[src/rtl/y86_cc_unit_if.sv]
// y86_cc_unit_if: handshake/bus bundle for the Y86-64 condition-code unit.
//   master : execute-side producer of ALU results and condition queries
//   slave  : the condition-code unit itself
interface y86_cc_unit_if;
    // ALU result update channel
    logic        upd_valid;
    logic        upd_ready;
    logic [63:0] upd_val;
    logic        upd_ovf;
    logic        upd_setcc;
    logic        upd_exc;
    // condition query channel
    logic        q_valid;
    logic        q_ready;
    logic [3:0]  q_ifun;
    // query response (no backpressure)
    logic        r_valid;
    logic        r_cnd;
    logic        r_err;
    // status
    logic [2:0]  cc_o;
    logic        frozen_o;

    modport master (
        output upd_valid, upd_val, upd_ovf, upd_setcc, upd_exc,
        output q_valid, q_ifun,
        input  upd_ready, q_ready,
        input  r_valid, r_cnd, r_err, cc_o, frozen_o
    );

    modport slave (
        input  upd_valid, upd_val, upd_ovf, upd_setcc, upd_exc,
        input  q_valid, q_ifun,
        output upd_ready, q_ready,
        output r_valid, r_cnd, r_err, cc_o, frozen_o
    );
endinterface

[src/rtl/y86_cc_unit.sv]
// y86_cc_unit: Y86-64 condition-code register and jXX/cmovXX evaluator.
// ALU results arrive on the update channel; setcc results are captured in a
// one-deep pending register and committed on the following cycle. Queries
// get a registered one-cycle response pulse. An excepting instruction
// freezes the flags until reset.
// Optional feature macro: CC_BYPASS_EN -- when defined, queries are accepted
// while an update is pending and evaluated against the forwarded pending
// flags instead of stalling for one cycle.
module y86_cc_unit (
    input  logic                clk,
    input  logic                rst,
    y86_cc_unit_if.slave        bus
);

    typedef enum logic [1:0] {
        RUN    = 2'd0,
        PEND   = 2'd1,
        FROZEN = 2'd2
    } state_t;

    // flag vector layout {ZF,SF,OF}
    localparam logic [2:0] CC_RESET = 3'b100;

    state_t      r_state;
    state_t      w_state_nxt;

    logic [2:0]  r_cc;
    logic [2:0]  r_pcc;
    logic        r_rsp_valid;
    logic        r_rsp_cnd;
    logic        r_rsp_err;

    logic        w_upd_ready;
    logic        w_q_ready;
    logic        w_upd_fire;
    logic        w_q_fire;
    logic        w_load_pcc;
    logic        w_commit;
    logic [2:0]  w_new_flags;
    logic [2:0]  w_q_src;
    logic        w_q_cnd;
    logic        w_q_err;

    // Evaluate a Y86 condition function against a {ZF,SF,OF} flag vector.
    // Illegal codes evaluate false; legality is reported separately.
    function automatic logic f_cond(input logic [3:0] ifun, input logic [2:0] cc);
        logic zf;
        logic x;
        zf = cc[2];
        x  = cc[1] ^ cc[0];
        case (ifun)
            4'd0:    f_cond = 1'b1;
            4'd1:    f_cond = x | zf;
            4'd2:    f_cond = x;
            4'd3:    f_cond = zf;
            4'd4:    f_cond = ~zf;
            4'd5:    f_cond = ~x;
            4'd6:    f_cond = ~x & ~zf;
            default: f_cond = 1'b0;
        endcase
    endfunction

    assign w_upd_fire  = bus.upd_valid & w_upd_ready;
    assign w_q_fire    = bus.q_valid & w_q_ready;

    // Flags derived straight from the offered ALU result.
    assign w_new_flags = {(bus.upd_val == 64'd0), bus.upd_val[63], bus.upd_ovf};

`ifdef CC_BYPASS_EN
    // In PEND the pending flags are the youngest architectural view, so a
    // query accepted there reads them directly.
    assign w_q_src = (r_state == PEND) ? r_pcc : r_cc;
`else
    // Queries are never accepted in PEND, so committed flags are always current.
    assign w_q_src = r_cc;
`endif

    // A same-cycle update in RUN lands in pcc, not cc, so the query sees
    // the older flags as program order requires.
    assign w_q_cnd = f_cond(bus.q_ifun, w_q_src);
    assign w_q_err = (bus.q_ifun > 4'd6);

    // State register.
    always_ff @(posedge clk) begin
        if (rst) begin
            r_state <= RUN;
        end else begin
            r_state <= w_state_nxt;
        end
    end

    // Next-state logic and state-decoded handshake readies.
    always_comb begin
        w_state_nxt = r_state;
        w_upd_ready = 1'b0;
        w_q_ready   = 1'b1;
        w_load_pcc  = 1'b0;
        w_commit    = 1'b0;
        case (r_state)
            RUN: begin
                w_upd_ready = 1'b1;
                if (w_upd_fire) begin
                    // an exception wins over setcc and never touches the flags
                    if (bus.upd_exc) begin
                        w_state_nxt = FROZEN;
                    end else if (bus.upd_setcc) begin
                        w_load_pcc  = 1'b1;
                        w_state_nxt = PEND;
                    end
                end
            end
            PEND: begin
                w_commit    = 1'b1;
                w_state_nxt = RUN;
`ifdef CC_BYPASS_EN
                w_q_ready   = 1'b1;
`else
                w_q_ready   = 1'b0;
`endif
            end
            FROZEN: begin
                // only reset leaves FROZEN; queries are still served
                w_state_nxt = FROZEN;
            end
            default: begin
                w_state_nxt = RUN;
            end
        endcase
    end

    // Pending and committed flag registers.
    always_ff @(posedge clk) begin
        if (rst) begin
            r_pcc <= 3'b000;
            r_cc  <= CC_RESET;
        end else begin
            if (w_load_pcc) begin
                r_pcc <= w_new_flags;
            end
            if (w_commit) begin
                r_cc <= r_pcc;
            end
        end
    end

    // Query response: one-cycle valid pulse, data held between pulses.
    always_ff @(posedge clk) begin
        if (rst) begin
            r_rsp_valid <= 1'b0;
            r_rsp_cnd   <= 1'b0;
            r_rsp_err   <= 1'b0;
        end else begin
            r_rsp_valid <= w_q_fire;
            if (w_q_fire) begin
                r_rsp_cnd <= w_q_cnd;
                r_rsp_err <= w_q_err;
            end
        end
    end

    assign bus.upd_ready = w_upd_ready;
    assign bus.q_ready   = w_q_ready;
    assign bus.r_valid   = r_rsp_valid;
    assign bus.r_cnd     = r_rsp_cnd;
    assign bus.r_err     = r_rsp_err;
    assign bus.cc_o      = r_cc;
    assign bus.frozen_o  = (r_state == FROZEN);

endmodule

[src/flat_wrapper.sv]
// flat-port wrapper written by rule: the top's interface ports become plain ports
module y86_cc_unit_flat 
  (clk, rst, bus_upd_valid, bus_upd_val, bus_upd_ovf, bus_upd_setcc, bus_upd_exc, bus_q_valid, bus_q_ifun, bus_upd_ready, bus_q_ready, bus_r_valid, bus_r_cnd, bus_r_err, bus_cc_o, bus_frozen_o);
  y86_cc_unit_if bus_i ();
  input  logic clk;
  input  logic rst;
  input wire logic [$bits(bus_i.upd_valid)-1:0] bus_upd_valid;
  input wire logic [$bits(bus_i.upd_val)-1:0] bus_upd_val;
  input wire logic [$bits(bus_i.upd_ovf)-1:0] bus_upd_ovf;
  input wire logic [$bits(bus_i.upd_setcc)-1:0] bus_upd_setcc;
  input wire logic [$bits(bus_i.upd_exc)-1:0] bus_upd_exc;
  input wire logic [$bits(bus_i.q_valid)-1:0] bus_q_valid;
  input wire logic [$bits(bus_i.q_ifun)-1:0] bus_q_ifun;
  output wire logic [$bits(bus_i.upd_ready)-1:0] bus_upd_ready;
  output wire logic [$bits(bus_i.q_ready)-1:0] bus_q_ready;
  output wire logic [$bits(bus_i.r_valid)-1:0] bus_r_valid;
  output wire logic [$bits(bus_i.r_cnd)-1:0] bus_r_cnd;
  output wire logic [$bits(bus_i.r_err)-1:0] bus_r_err;
  output wire logic [$bits(bus_i.cc_o)-1:0] bus_cc_o;
  output wire logic [$bits(bus_i.frozen_o)-1:0] bus_frozen_o;
  assign bus_i.upd_valid = bus_upd_valid;
  assign bus_i.upd_val = bus_upd_val;
  assign bus_i.upd_ovf = bus_upd_ovf;
  assign bus_i.upd_setcc = bus_upd_setcc;
  assign bus_i.upd_exc = bus_upd_exc;
  assign bus_i.q_valid = bus_q_valid;
  assign bus_i.q_ifun = bus_q_ifun;
  assign bus_upd_ready = bus_i.upd_ready;
  assign bus_q_ready = bus_i.q_ready;
  assign bus_r_valid = bus_i.r_valid;
  assign bus_r_cnd = bus_i.r_cnd;
  assign bus_r_err = bus_i.r_err;
  assign bus_cc_o = bus_i.cc_o;
  assign bus_frozen_o = bus_i.frozen_o;
  y86_cc_unit u_core (.clk(clk), .rst(rst), .bus(bus_i));
endmodule
[config.mk]
export PLATFORM = sky130hd
export DESIGN_NAME = y86_cc_unit_flat
export DESIGN_NICKNAME = d
export VERILOG_FILES = /design/src/rtl/y86_cc_unit_if.sv /design/src/rtl/y86_cc_unit.sv /design/src/flat_wrapper.sv
export SDC_FILE = /design/constraint.sdc
export NUM_CORES = 1
export LEC_CHECK = 0
export ABC_AREA = 0
export CORE_UTILIZATION = 26
export CTS_CLUSTER_DIAMETER = 150
export DETAILED_ROUTE_END_ITERATION = 8
export HOLD_SLACK_MARGIN = 0.15
export PLACE_DENSITY = 0.83
export SETUP_SLACK_MARGIN = 0.2
export SLEW_MARGIN = 20
export SYNTH_ARGS = -nofsm -noshare
export SYNTH_HDL_FRONTEND = slang
export SYNTH_SLANG_ARGS = --single-unit
[constraint.sdc]
create_clock -name clk -period 3 [get_ports clk]
set_clock_uncertainty 0.05 [all_clocks]
set_input_delay 0.9 -clock clk [delete_from_list [all_inputs] [get_ports clk]]
set_output_delay 0.9 -clock clk [all_outputs]
set_load 0.02 [all_outputs]
==> results.yml <==
final_layout:
  stdcell_count: 184
  syn2layout_area_growth_pct: 143
  final_core_util_pct: 67.6
  fillers: 196
  drive_above_1_share_pct: 3.85
  fin_nets: 232
  num_antenna_cells: 0
die:
  core_area_um2: 2210
  dieArea_um2: 2560
  fp.dieH_um: 50.6
  io_pins: 84
  start_util_pct: 27.8
  row_count: 17
  dieWidth_um: 50.6
route:
  antenna_left: 0
  drc: 0
  vias: 919
  drt_iter0_markers: 7
  drt-total-wl_mm: 2.34
  first_pass_iters: 4
  wl_per_cell_um: 12.7
  via_per_inst: 4.99
cts:
  postCtsHoldBufs: 0
  clock_tree.buffer_depth: 2
  cts_made_buffers: 3
  cts_resized: 0
  cts_setup_buffers: 0
  cts-root-buf: "clkbuf_4"
  clk_pin_slew_ps: 70
  clock-sinks: 11
  cts_max_level: 1
  clk-insertion-delay-late_ps: 260
  tritoncts: "built"
min_path:
  hold_class: "reg -> reg"
  whs_path_depth: 2
setup_path:
  critPathLaunchType: "flip-flop"
  crit_chain: "nand2b_1, clkdlybuf4s50_1"
  worstRegToRegCells: 4
  critPathSlowestCell: "clkdlybuf4s50_1"
  worstSetupPathType: "reg -> out"
  regToRegSetupSlack_ps: 1730
  worst_setup_path_end_kind: "output pin"
  path_max_fanout: 9
  max_stage_delay_ps: 680
  cp.required_ps: 2050
  cp.arrival_ps: 1640
outcome:
  status: "complete, no violations"
synth:
  syn_area_um2: 614
  synthFlopType: "dfxtp_1"
  yosys_register_bits: 11
  synthTopCellsByCount: "nor4_1 (14), dfxtp_1 (11), nor2_1 (8)"
  yosys_warnings: 0
  ys_types: 24
  yosysSeqAreaShare_pct: 35.8
  synth_cells: 72
  synth_edf_count: 0
  synth_top_area_share_pct: 35.8
  yosysMostFrequentCell: "nor4_1"
  async_flop_share_pct: 0
  yosysTopAreaCell: "dfxtp_1"
  syn-num-nets: 147
  syn_avg_cell_area_um2: 8.53
  synth_area_leaders: "dfxtp_1 (36%), nor4_1 (14%), mux2i_1 (6.5%), nor2_1 (4.9%), nand2b_1 (4.1%)"
pwr:
  vdd_drop_max_mv: 0.156
  leakage_nw: 0.527
  powerDensity_nw_per_um2: 263
  total_power_mw: 0.394
global_routing:
  grt_pass1_wl_mm: 3.80
  grt_max_degree: 12
  grt_remaining_overflow: 0
  antenna_found_initial: 0
  grt_pass1_vias: 935
  grt_usage_pct: 20.1
placed_design:
  place.port_buffers: 83
  hpwl_mm: 2.15
  place_inst: 180
  place.gp.congestion: 0.755
timing:
  min_period_ps: 2590
  worst_pin_slew_ps: 397
  slew_headroom_pct: 73.4
  rsz0062_at_grt: "no"
  final_max_slew_viol_count: 0
  max_freq_mhz: 387
  hold_viol: 0
  setup_violations: 0
  setup_tns_ps: 0
  fin_crit_sh_pct: 86.2
run:
  maxCapViolations: 0
-- worst max-delay path, delay by kind of cell, from the launching register on --
kind | cells | cell delay [ps]
flip-flops | 1 | 360
buffers and inverters | 1 | 680
AND/OR/NAND/NOR | 1 | 340
-- stage by stage --
stage          hold slack [ps]  cell area [um^2]  setup slack, ps
6_report                   405              1500              415
5_1_grt                    432              1500              276
4_1_cts                    407              1500              403
3_5_place_dp               397              1470              360
3_3_place_gp               393              1470              380
2_1_floorplan              398               614              891
-- power by group --
| part | leakage, nW | total (mW) | switching, mW | internal (mW) |
|---|---|---|---|---|
| sequential | 0.0898 | 0.155 | 0.00331 | 0.152 |
| clock | 0.0150 | 0.0975 | 0.0461 | 0.0514 |
| combinational | 0.422 | 0.141 | 0.0375 | 0.104 |
| total | 0.527 | 0.394 | 0.0869 | 0.307 |
-- final timing paths --
| path | startpoint | endpoint |
|---|---|---|
| hold reg to reg | u_core.bus.r_cnd | u_core.bus.r_cnd |
| setup / recovery | u_core.r_state[1] | bus_q_ready |
| setup reg to reg | u_core.r_state[1] | u_core.bus.r_cnd |
| hold / removal | u_core.bus.r_cnd | u_core.bus.r_cnd |
-- cells by family after synthesis --
family	after synthesis	share of synthesized area [%]
AOI/OAI and AO/OA	12	14.9
DFF	11	35.8
muxes	4	6.52
xor gates and xnor gates	1	1.43
buffers and inverters	4	2.44
and+or+nand+nor	40	38.9
-- cell usage in the layout (no fill, tap or decap), types with 2 or more instances in the layout --
cell / n
nand4_1: 4
a211o_1: 2
nor4_1: 14
mux2i_1: 4
clkdlybuf4s50_1: 83
nor2_1: 8
nand2b_1: 4
nor4_2: 2
clkbuf_4: 3
dfxtp_1: 11
nand2_1: 3
a21oi_1: 3
nor2b_1: 2
-- sequential cells by signal (all words and copies together) (netlist names) --
register            flops
u_core.bus.cc_o         3
u_core.bus.r_valid      1
u_core.r_state          2
u_core.bus.r_cnd        1
u_core.bus.r_err        1
u_core.r_pcc            3
-- layer usage --
| layer | routed length (um) | global-route usage [%] | up-vias | share of wire, % |
|---|---|---|---|---|
| met5 | 0 | 0 | - | 0 |
| met4 | 57 | 10.2 | 0 | 2.4 |
| met3 | 239 | 8.79 | 6 | 10 |
| met2 | 1250 | 37.8 | 54 | 53 |
| met1 | 799 | 17.8 | 403 | 34 |
| li1 | - | - | 456 | - |
-- final cells by class --
cell class              count  area [um^2]  share of cell area [%]
well taps                  28         35.0                    2.34
clock buffers               4         26.3                    1.76
inverters                   1         3.75                   0.251
flip-flops and latches     11          220                    14.7
repair buffers             83          831                    55.6
multi-input cells          57          379                    25.4
Note: power is estimated with default switching activity, not from simulation.
